`src/rtl/hamming_secded_pipe.sv`:
```
// hamming_secded_pipe: pipelined extended-Hamming SECDED codec.
// Encode path is registered (latency 1). Decode is two stages (syndrome, then
// classify/correct) with valid/ready backpressure. Saturating SEC/DED counters
// and a sticky first-DED syndrome are updated on the output handshake.
// Optional build macro ECC_ERR_INJECT_EN adds i_inj_mask, which is XORed onto
// the incoming codeword at stage-1 capture for fault injection.
module hamming_secded_pipe #(
  parameter int K     = 8,
  parameter int CNT_W = 16,
  // smallest m with 2^m >= m+K+1
  localparam int M = (K + 4  <= 8)     ? 3  :
                     (K + 5  <= 16)    ? 4  :
                     (K + 6  <= 32)    ? 5  :
                     (K + 7  <= 64)    ? 6  :
                     (K + 8  <= 128)   ? 7  :
                     (K + 9  <= 256)   ? 8  :
                     (K + 10 <= 512)   ? 9  :
                     (K + 11 <= 1024)  ? 10 :
                     (K + 12 <= 2048)  ? 11 :
                     (K + 13 <= 4096)  ? 12 :
                     (K + 14 <= 8192)  ? 13 :
                     (K + 15 <= 16384) ? 14 :
                     (K + 16 <= 32768) ? 15 : 16,
  localparam int N = K + M + 1
) (
  input  logic             i_clk,
  input  logic             i_rst_n,
  input  logic             i_enc_valid,
  input  logic [K-1:0]     i_enc_data,
  output logic             o_enc_valid,
  output logic [N-1:0]     o_enc_code,
  input  logic             i_din_valid,
  output logic             o_din_ready,
  input  logic [N-1:0]     i_din_code,
`ifdef ECC_ERR_INJECT_EN
  input  logic [N-1:0]     i_inj_mask,
`endif
  output logic             o_dout_valid,
  input  logic             i_dout_ready,
  output logic [K-1:0]     o_dout_data,
  output logic             o_dout_sec,
  output logic             o_dout_ded,
  output logic [M-1:0]     o_dout_syndrome,
  input  logic             i_cnt_clr,
  output logic [CNT_W-1:0] o_sec_cnt,
  output logic [CNT_W-1:0] o_ded_cnt,
  output logic             o_ded_sticky,
  output logic [M-1:0]     o_ded_first_syn
);

  localparam logic [M-1:0] SMAX = M'(N - 1);
  localparam logic [N-1:0] BIT0 = {{(N-1){1'b0}}, 1'b1};

  // Place data in non-power-of-two positions, then build each check bit and
  // finally the overall parity over positions 1..N-1.
  function automatic logic [N-1:0] enc_fn(input logic [K-1:0] d);
    logic [N-1:0] c;
    int di;
    c  = '0;
    di = 0;
    for (int p = 1; p < N; p++)
      if ((p & (p - 1)) != 0) begin
        c[p] = d[di];
        di++;
      end
    for (int j = 0; j < M; j++)
      for (int p = 1; p < N; p++)
        if (p[j] && (p != (1 << j))) c[1 << j] = c[1 << j] ^ c[p];
    c[0] = ^c[N-1:1];
    return c;
  endfunction

  // XOR of the indices of all set bits in positions 1..N-1.
  function automatic logic [M-1:0] syn_fn(input logic [N-1:0] c);
    logic [M-1:0] s;
    s = '0;
    for (int p = 1; p < N; p++)
      if (c[p]) s = s ^ p[M-1:0];
    return s;
  endfunction

  // Gather data bits back out of the non-power-of-two positions.
  function automatic logic [K-1:0] ext_fn(input logic [N-1:0] c);
    logic [K-1:0] d;
    int di;
    d  = '0;
    di = 0;
    for (int p = 1; p < N; p++)
      if ((p & (p - 1)) != 0) begin
        d[di] = c[p];
        di++;
      end
    return d;
  endfunction

  // Encode register: code only moves on a request, valid follows request.
  always_ff @(posedge i_clk or negedge i_rst_n) begin
    if (!i_rst_n) begin
      o_enc_valid <= 1'b0;
      o_enc_code  <= '0;
    end else begin
      o_enc_valid <= i_enc_valid;
      if (i_enc_valid) o_enc_code <= enc_fn(i_enc_data);
    end
  end

  logic         s1_v, s1_pe;
  logic [N-1:0] s1_code;
  logic [M-1:0] s1_syn;
  logic         adv1, adv2, out_hs;
  logic [N-1:0] din;

`ifdef ECC_ERR_INJECT_EN
  assign din = i_din_code ^ i_inj_mask;
`else
  assign din = i_din_code;
`endif

  assign adv2        = !o_dout_valid || i_dout_ready;
  assign adv1        = !s1_v || adv2;
  assign o_din_ready = adv1;
  assign out_hs      = o_dout_valid && i_dout_ready;

  // Stage 1: capture codeword with its syndrome and overall parity.
  always_ff @(posedge i_clk or negedge i_rst_n) begin
    if (!i_rst_n) begin
      s1_v    <= 1'b0;
      s1_pe   <= 1'b0;
      s1_code <= '0;
      s1_syn  <= '0;
    end else if (adv1) begin
      s1_v <= i_din_valid;
      if (i_din_valid) begin
        s1_code <= din;
        s1_syn  <= syn_fn(din);
        s1_pe   <= ^din;
      end
    end
  end

  logic [N-1:0] fix;
  logic         c_sec, c_ded;

  // Classify stage-1 word; only an in-range syndrome with odd parity flips a
  // bit. Syndrome 0 with odd parity means the overall parity bit itself broke.
  always_comb begin
    fix   = s1_code;
    c_sec = 1'b0;
    c_ded = 1'b0;
    if (s1_pe) begin
      if (s1_syn <= SMAX) begin
        c_sec = 1'b1;
        if (s1_syn != '0) fix = s1_code ^ (BIT0 << s1_syn);
      end else begin
        c_ded = 1'b1;
      end
    end else if (s1_syn != '0) begin
      c_ded = 1'b1;
    end
  end

  // Stage 2: output register, frozen while the consumer stalls.
  always_ff @(posedge i_clk or negedge i_rst_n) begin
    if (!i_rst_n) begin
      o_dout_valid    <= 1'b0;
      o_dout_data     <= '0;
      o_dout_sec      <= 1'b0;
      o_dout_ded      <= 1'b0;
      o_dout_syndrome <= '0;
    end else if (adv2) begin
      o_dout_valid    <= s1_v;
      o_dout_data     <= ext_fn(fix);
      o_dout_sec      <= c_sec;
      o_dout_ded      <= c_ded;
      o_dout_syndrome <= s1_syn;
    end
  end

  // Error logging on accepted output words; clear wins over any update.
  always_ff @(posedge i_clk or negedge i_rst_n) begin
    if (!i_rst_n) begin
      o_sec_cnt       <= '0;
      o_ded_cnt       <= '0;
      o_ded_sticky    <= 1'b0;
      o_ded_first_syn <= '0;
    end else if (i_cnt_clr) begin
      o_sec_cnt       <= '0;
      o_ded_cnt       <= '0;
      o_ded_sticky    <= 1'b0;
      o_ded_first_syn <= '0;
    end else if (out_hs) begin
      if (o_dout_sec && (o_sec_cnt != '1)) o_sec_cnt <= o_sec_cnt + 1'b1;
      if (o_dout_ded && (o_ded_cnt != '1)) o_ded_cnt <= o_ded_cnt + 1'b1;
      if (o_dout_ded && !o_ded_sticky) begin
        o_ded_sticky    <= 1'b1;
        o_ded_first_syn <= o_dout_syndrome;
      end
    end
  end

endmodule

```
`config.mk`:
```
export PLATFORM = sky130hd
export DESIGN_NAME = hamming_secded_pipe
export DESIGN_NICKNAME = d
export VERILOG_FILES = /design/src/rtl/hamming_secded_pipe.sv
export SDC_FILE = /design/constraint.sdc
export NUM_CORES = 1
export LEC_CHECK = 0
export ABC_CLOCK_PERIOD_IN_PS = 2640
export BUFFER_PORTS_ARGS = -buffer_cell sky130_fd_sc_hd__buf_4
export CAP_MARGIN = 20
export CORE_MARGIN = 2
export CORE_UTILIZATION = 45
export CTS_CLUSTER_DIAMETER = 100
export DETAILED_ROUTE_END_ITERATION = 16
export GPL_ROUTABILITY_DRIVEN = 1
export PLACE_DENSITY = 0.73
export SETUP_SLACK_MARGIN = 0.3
export SLEW_MARGIN = 20
export SYNTH_ARGS = -nofsm -noshare
export SYNTH_HDL_FRONTEND = slang
export SYNTH_SLANG_ARGS = --single-unit
```
`constraint.sdc`:
```
create_clock -name i_clk -period 2.64 [get_ports i_clk]
set_input_delay 0.528 -clock i_clk [delete_from_list [all_inputs] [get_ports i_clk]]
set_output_delay 0.528 -clock i_clk [all_outputs]
set_load 0.01 [all_outputs]
```
==> flow_summary.ini, run 1 <==
[worst_hold_path]
hold_path.class = primary input to async pin

[die]
initial_utilization_pct = 46.6
core-area_um2 = 8760
ios = 94
die_width_um = 99.3
placementRows = 34
fp.dieH_um = 99.3
die_area_um2 = 9860

[synthesis]
synth_mux_area_share_pct = 8.42
ys_types = 37
synth-simple-area-share_pct = 18.5
synth_fa_ha_area_share_pct = 0.613
synthTopCellsByArea = dfrtp_1 49%, mux2_2 7.4%, xnor2_1 4.7%
synth_warnings = 0
ys_ff_latch = 80
synth_cells = 395
syn-cell-area_um2 = 4090
synth_top_area_share_pct = 49.0
syn_avg_cell_area_um2 = 10.3
synth_top_family_by_area = simple AND/OR/NAND/NOR gates
syn_nets = 424
synth_area_leader_cell = dfrtp_1
synth_compound_gate_area_share_pct = 10.9
synth_xor_area_share_pct = 9.74
seq_area_frac_synth_pct = 49.0

[grt]
grt_pass1_vias = 3142
track_usage_pct = 18.9
grt_max_degree = 48
grt_overflow = 0
grt_pass1_wl_um = 15100
antenna_found_initial = 0

[timing]
fmax_mhz = 476
min_period_ns = 2.10
setup_ws_ns = 0.538
tns_ns = 0
setup_viol = 0
maxSlewViolCount = 0
finalCritPeriodShare_pct = 79.6
worst_slew_pin_slew_ns = 0.646
fin_worst_skew_ns = 0.00927
hold_viol = 0
whs_ns = 0.200
rsz0062_at_grt = false
slew_headroom_pct = 56.6

[cts]
cts_resized = 0
htree_levels = 3
clk_pin_slew_ns = 0.08
cts-root-buf = clkbuf_8
holdBufCountCts = 0
cts_made_buffers = 9
cts_tree = done
cts_setup_buffers = 0
clock_sinks = 80
insertion_delay_ns = 0.35
clockBufferDepth = 2

[final_layout]
final_layout_size_suffix_gt1_share_pct = 30.1
register_area_um2 = 2000
final_common_cell = buf_4
stdcell_area_um2 = 5140
multi_input_area_um2 = 1970
syn_to_final_growth_pct = 25.9
diodes = 0
nets = 513
fill_cells = 755
utilization_pct = 58.7
layout_common_cells = 100 x buf_4, 80 x dfrtp_1, 31 x a21oi_1
finalNonFillerCells = 597

[place]
placed_area_um2 = 4910
place.gp.congestion = 0.802
post-place-ws_ns = 0.458
dp_cells = 581
dp_hpwl_um = 6480
io_buffers = 93

[worst_setup_path]
endpoint_kind = register
slowest_delay_ns = 0.54
crit_arrival_ns = 2.37
crit_path_cell_trace = ha_1 -> nand4_1 -> or3_1 -> or4_1 -> a21oi_1
critPathBufInv = 0
crit_path_top_delay_cell = or3_1
critPathRequiredTime_ns = 2.91
ff2ff_path_depth = 5
r2r_slack_ns = 0.54
critPathLaunchType = register
path_depth = 5
criticalPathCategory = register to register
crit_fanout = 8
crit_family = simple AND/OR/NAND/NOR gates

[routing]
drtPass1Iterations = 4
drtAntennaViolNets = 0
dr.first_iter.drc_count = 107
vias = 3328
post_drt_wl_per_cell_um = 15.3
vias_per_cell = 5.57
drc_errors = 0
wirelength_um = 9130

[flow_run]
cap_violations = 0

[pwr]
total_power_mw = 3.34
p_leak_nw = 2.20
irDropWorstVdd_uv = 362
p_per_area_nw_per_um2 = 649

[status]
outcome = complete, no violations
-- registers in the layout, indices dropped and copies added, names as in the netlist --
register         count
o_ded_cnt           16
o_ded_first_syn      4
o_ded_sticky         1
o_dout_data          8
o_dout_ded           1
o_dout_sec           1
o_dout_syndrome      4
o_dout_valid         1
o_enc_code          13
o_enc_valid          1
o_sec_cnt           16
s1_code              8
s1_pe                1
s1_syn               4
s1_v                 1
-- Yosys cell counts --
library cell and instances:
dfrtp_1 80, and3_1 2, or2_2 2, nand4_1 11
xor2_1 13, or3b_2 1, xnor2_1 22, mux2_2 27
nand3_1 13, nor3_1 5, xnor3_1 3, nor2_1 19
and4_1 2, o41ai_1 2, inv_1 8, nor2b_1 7
mux2i_1 4, nand4b_1 4, or3_1 10, buf_2 1
a31oi_1 1, a21boi_1 1, a211oi_1 1, buf_1 1
nand3_2 1, a21oi_1 31, nor4_1 5, ha_1 2
nand2b_1 2, clkbuf_1 21, nand3b_1 3, o21ai_0 23
or4_1 19, nor3b_1 1, nand2_1 28, o31ai_1 18
xor3_1 1
-- final cells by class --
| cell class | count | area share [%] |
|---|---|---|
| clock inverter | 2 | 1.17 |
| multi-input combinational | 284 | 38.3 |
| timing repair buffer | 101 | 15.0 |
| clock buffer | 14 | 3.36 |
| tap | 108 | 2.63 |
| inverter | 8 | 0.584 |
| sequential | 80 | 38.9 |
-- metal layers --
layer	track usage (%)	vias up	part of all wire, %
li1	-	1607	-
met1	24.7	1644	43
met2	31.8	69	51
met3	5.13	8	4.9
met4	4.21	0	0.83
met5	0	-	0
-- final timing paths --
check / end / startpoint
setup / recovery: o_sec_cnt[14] / o_sec_cnt[0]
hold / removal: o_ded_cnt[14] / i_rst_n
hold reg to reg: o_dout_valid / s1_v
max in group asynchronous: o_dout_data[7] / i_rst_n
min in group i_clk: s1_v / i_din_valid
setup reg to reg: o_sec_cnt[14] / o_sec_cnt[0]
-- where the power goes --
group	switching, mW	internal (mW)
registers	0.156	1.38
logic	0.359	0.402
clock network	0.427	0.612
total	0.942	2.40
-- cells by family (layout without fill, tap and decap cells) --
family | count (synthesis) | in the layout
AND/OR/NAND/NOR | 135 | 135
flip-flops | 80 | 80
AO/OA/AOI/OAI | 77 | 77
XOR/XNOR | 39 | 39
multiplexers | 31 | 31
buffers and inverters | 31 | 125
adder cells (fa/ha/maj) | 2 | 2
(Power assumes the default switching activity.)
==> run 2: changes to the inputs <==
ABC_CLOCK_PERIOD_IN_PS = 1900   (was 2640)
PLACE_DENSITY = 0.75   (was 0.73)
clock period = 1.9 ns   (was 2.64 ns; I/O delays follow)
==> run 2 against run 1 <==
The run now ends with setup timing left. Maximum frequency up 10%. Via count up 9.8%. Non-clock buffer count rose by 56. Global-route usage is 3.0 points higher. Sequential power grew 38%. Utilization up 7.2 points. Total power rose by 38%. Critical endpoint is now o_sec_cnt[8]. Largest power group unchanged.
==> flow_summary.ini, run 2 (synthesis results as in run 1) <==
[die]
die_width_um = 99.3
ios = 94
initial_utilization_pct = 46.6
placementRows = 34
die_area_um2 = 9860
core-area_um2 = 8760
fp.dieH_um = 99.3

[status]
violations = setup timing
outcome = finished with violations

[pwr]
p_leak_nw = 2.52
irDropWorstVdd_uv = 564
p_per_area_nw_per_um2 = 800

[final_layout]
fill_cells = 658
top_regs = o_ded_cnt: 16 flops, o_sec_cnt: 16 flops, o_enc_code: 13 flops
final_layout_size_suffix_gt1_share_pct = 43.6
finalNonFillerCells = 654
syn_to_final_growth_pct = 41.3
nets = 570
layout_common_cells = 143 x buf_4, 76 x dfrtp_1, 27 x a21oi_1
multi_input_area_um2 = 2170
register_area_um2 = 2010
diodes = 0
final_common_cell = buf_4

[cts]
clockBufferDepth = 2
cts_tree = done
insertion_delay_ns = 0.35
clk_pin_slew_ns = 0.08
cts_made_buffers = 9
htree_levels = 3
clock_sinks = 80
cts-root-buf = clkbuf_8

[worst_setup_path]
ff2ff_path_depth = 5
criticalPathCategory = register to register
crit_fanout = 4
r2r_start = o_sec_cnt[0]
critPathLaunchType = register
critPathLaunch = o_sec_cnt[0]
endpoint_kind = register
crit_arrival_ns = 2.18
critPathRequiredTime_ns = 2.17

[grt]
track_usage_pct = 22.0
grt_pass1_vias = 3563
antenna_found_initial = 0
grt_overflow = 0
grt_max_degree = 46
grt_pass1_wl_um = 17600

[place]
io_buffers = 93
dp_hpwl_um = 7050
dp_cells = 609
post-place-ws_ns = -0.0690
place.gp.congestion = 0.804

[timing]
maxSlewViolCount = 0
min_period_ns = 1.91
fmax_mhz = 523
finalCritPeriodShare_pct = 101
rsz0062_at_grt = true
hold_viol = 0
worst_slew_pin_slew_ns = 0.534
setup_viol = 1
setup_ws_ns = -0.0108
slew_headroom_pct = 64.2
whs_ns = 0.263
fin_worst_skew_ns = 0.0152

[worst_hold_path]
hold_path.class = primary input to register
worstHoldPathCells = 2
hold_path.startpoint = i_din_valid

[routing]
vias = 3654
drc_errors = 0
wirelength_um = 10600
dr.first_iter.drc_count = 137
post_drt_wl_per_cell_um = 16.3
drtAntennaViolNets = 0
vias_per_cell = 5.59
drtPass1Iterations = 4

[flow_run]
cap_violations = 0
==> run 2: cell types whose count changed in the layout (fill, tap and decap cells not counted), sizes merged <==
cell and change:
buf +55, dlygate4sd3 +1, clkinvlp +1, bufinv -1
or4 +1
==> run 2: area by class of cell <==
type	count	share of cell area, %
timing repair buffer	157	21.3
clock buffer	14	2.82
sequential	80	34.8
clock inverter	2	0.650
tap	108	2.34
multi-input combinational	285	37.6
inverter	8	0.520
==> run 2: path summary, 6_finish.rpt <==
kind	end	slack, ns
min	s1_v	0.26
max	o_sec_cnt[8]	-0.01
max in group asynchronous	o_ded_cnt[2]	0.89
max reg2reg	o_sec_cnt[8]	-0.01
min in group asynchronous	o_ded_cnt[9]	0.45
min reg2reg	o_dout_valid	0.48
==> run 2: critical path, cell delays in order, from the launching register on <==
cell and delay [ns]:
dfrtp_1 0.43, ha_2 0.23, nand4_1 0.15, or3_4 0.39, or4_4 0.49, a21oi_2 0.14
==> run 2: routing by layer <==
| metal | vias to the layer above | global-route usage [%] | part of all wire [%] |
|---|---|---|---|
| met5 | - | 0 | 0 |
| met4 | 0 | 5.90 | 1.4 |
| met3 | 16 | 4.71 | 5.0 |
| met2 | 123 | 37.8 | 52 |
| met1 | 1786 | 28.2 | 42 |
| li1 | 1729 | - | - |
==> run 2: through the flow <==
stage,power [mW],setup TNS [ns],util (%),instance area [um2]
6_report,4.62,-0.0108,65.9,5770
5_1_grt,4.86,-0.251,65.9,5770
4_1_cts,4.61,0,64.4,5640
3_5_place_dp,3.30,-0.188,58.8,5150
3_3_place_gp,3.26,-0.0588,58.8,5150
2_1_floorplan,2.73,-0.0154,-,4140
==> run 2: power by group <==
group / switching, mW / internal (mW) / total, mW
combinational: 0.555 / 0.637 / 1.19
clock: 0.614 / 0.683 / 1.30
sequential: 0.207 / 1.92 / 2.13
==> run 2: repair_timing <==
action | CTS | global route
buffers inserted | 19 | 7
pin swaps | 28 | 11
hold endpoints to repair | 16 | 0
setup endpoints to repair | 32 | 46
resized for setup | 31 | 22
hold buffers | 1 | 0
gates cloned | 2 | 0
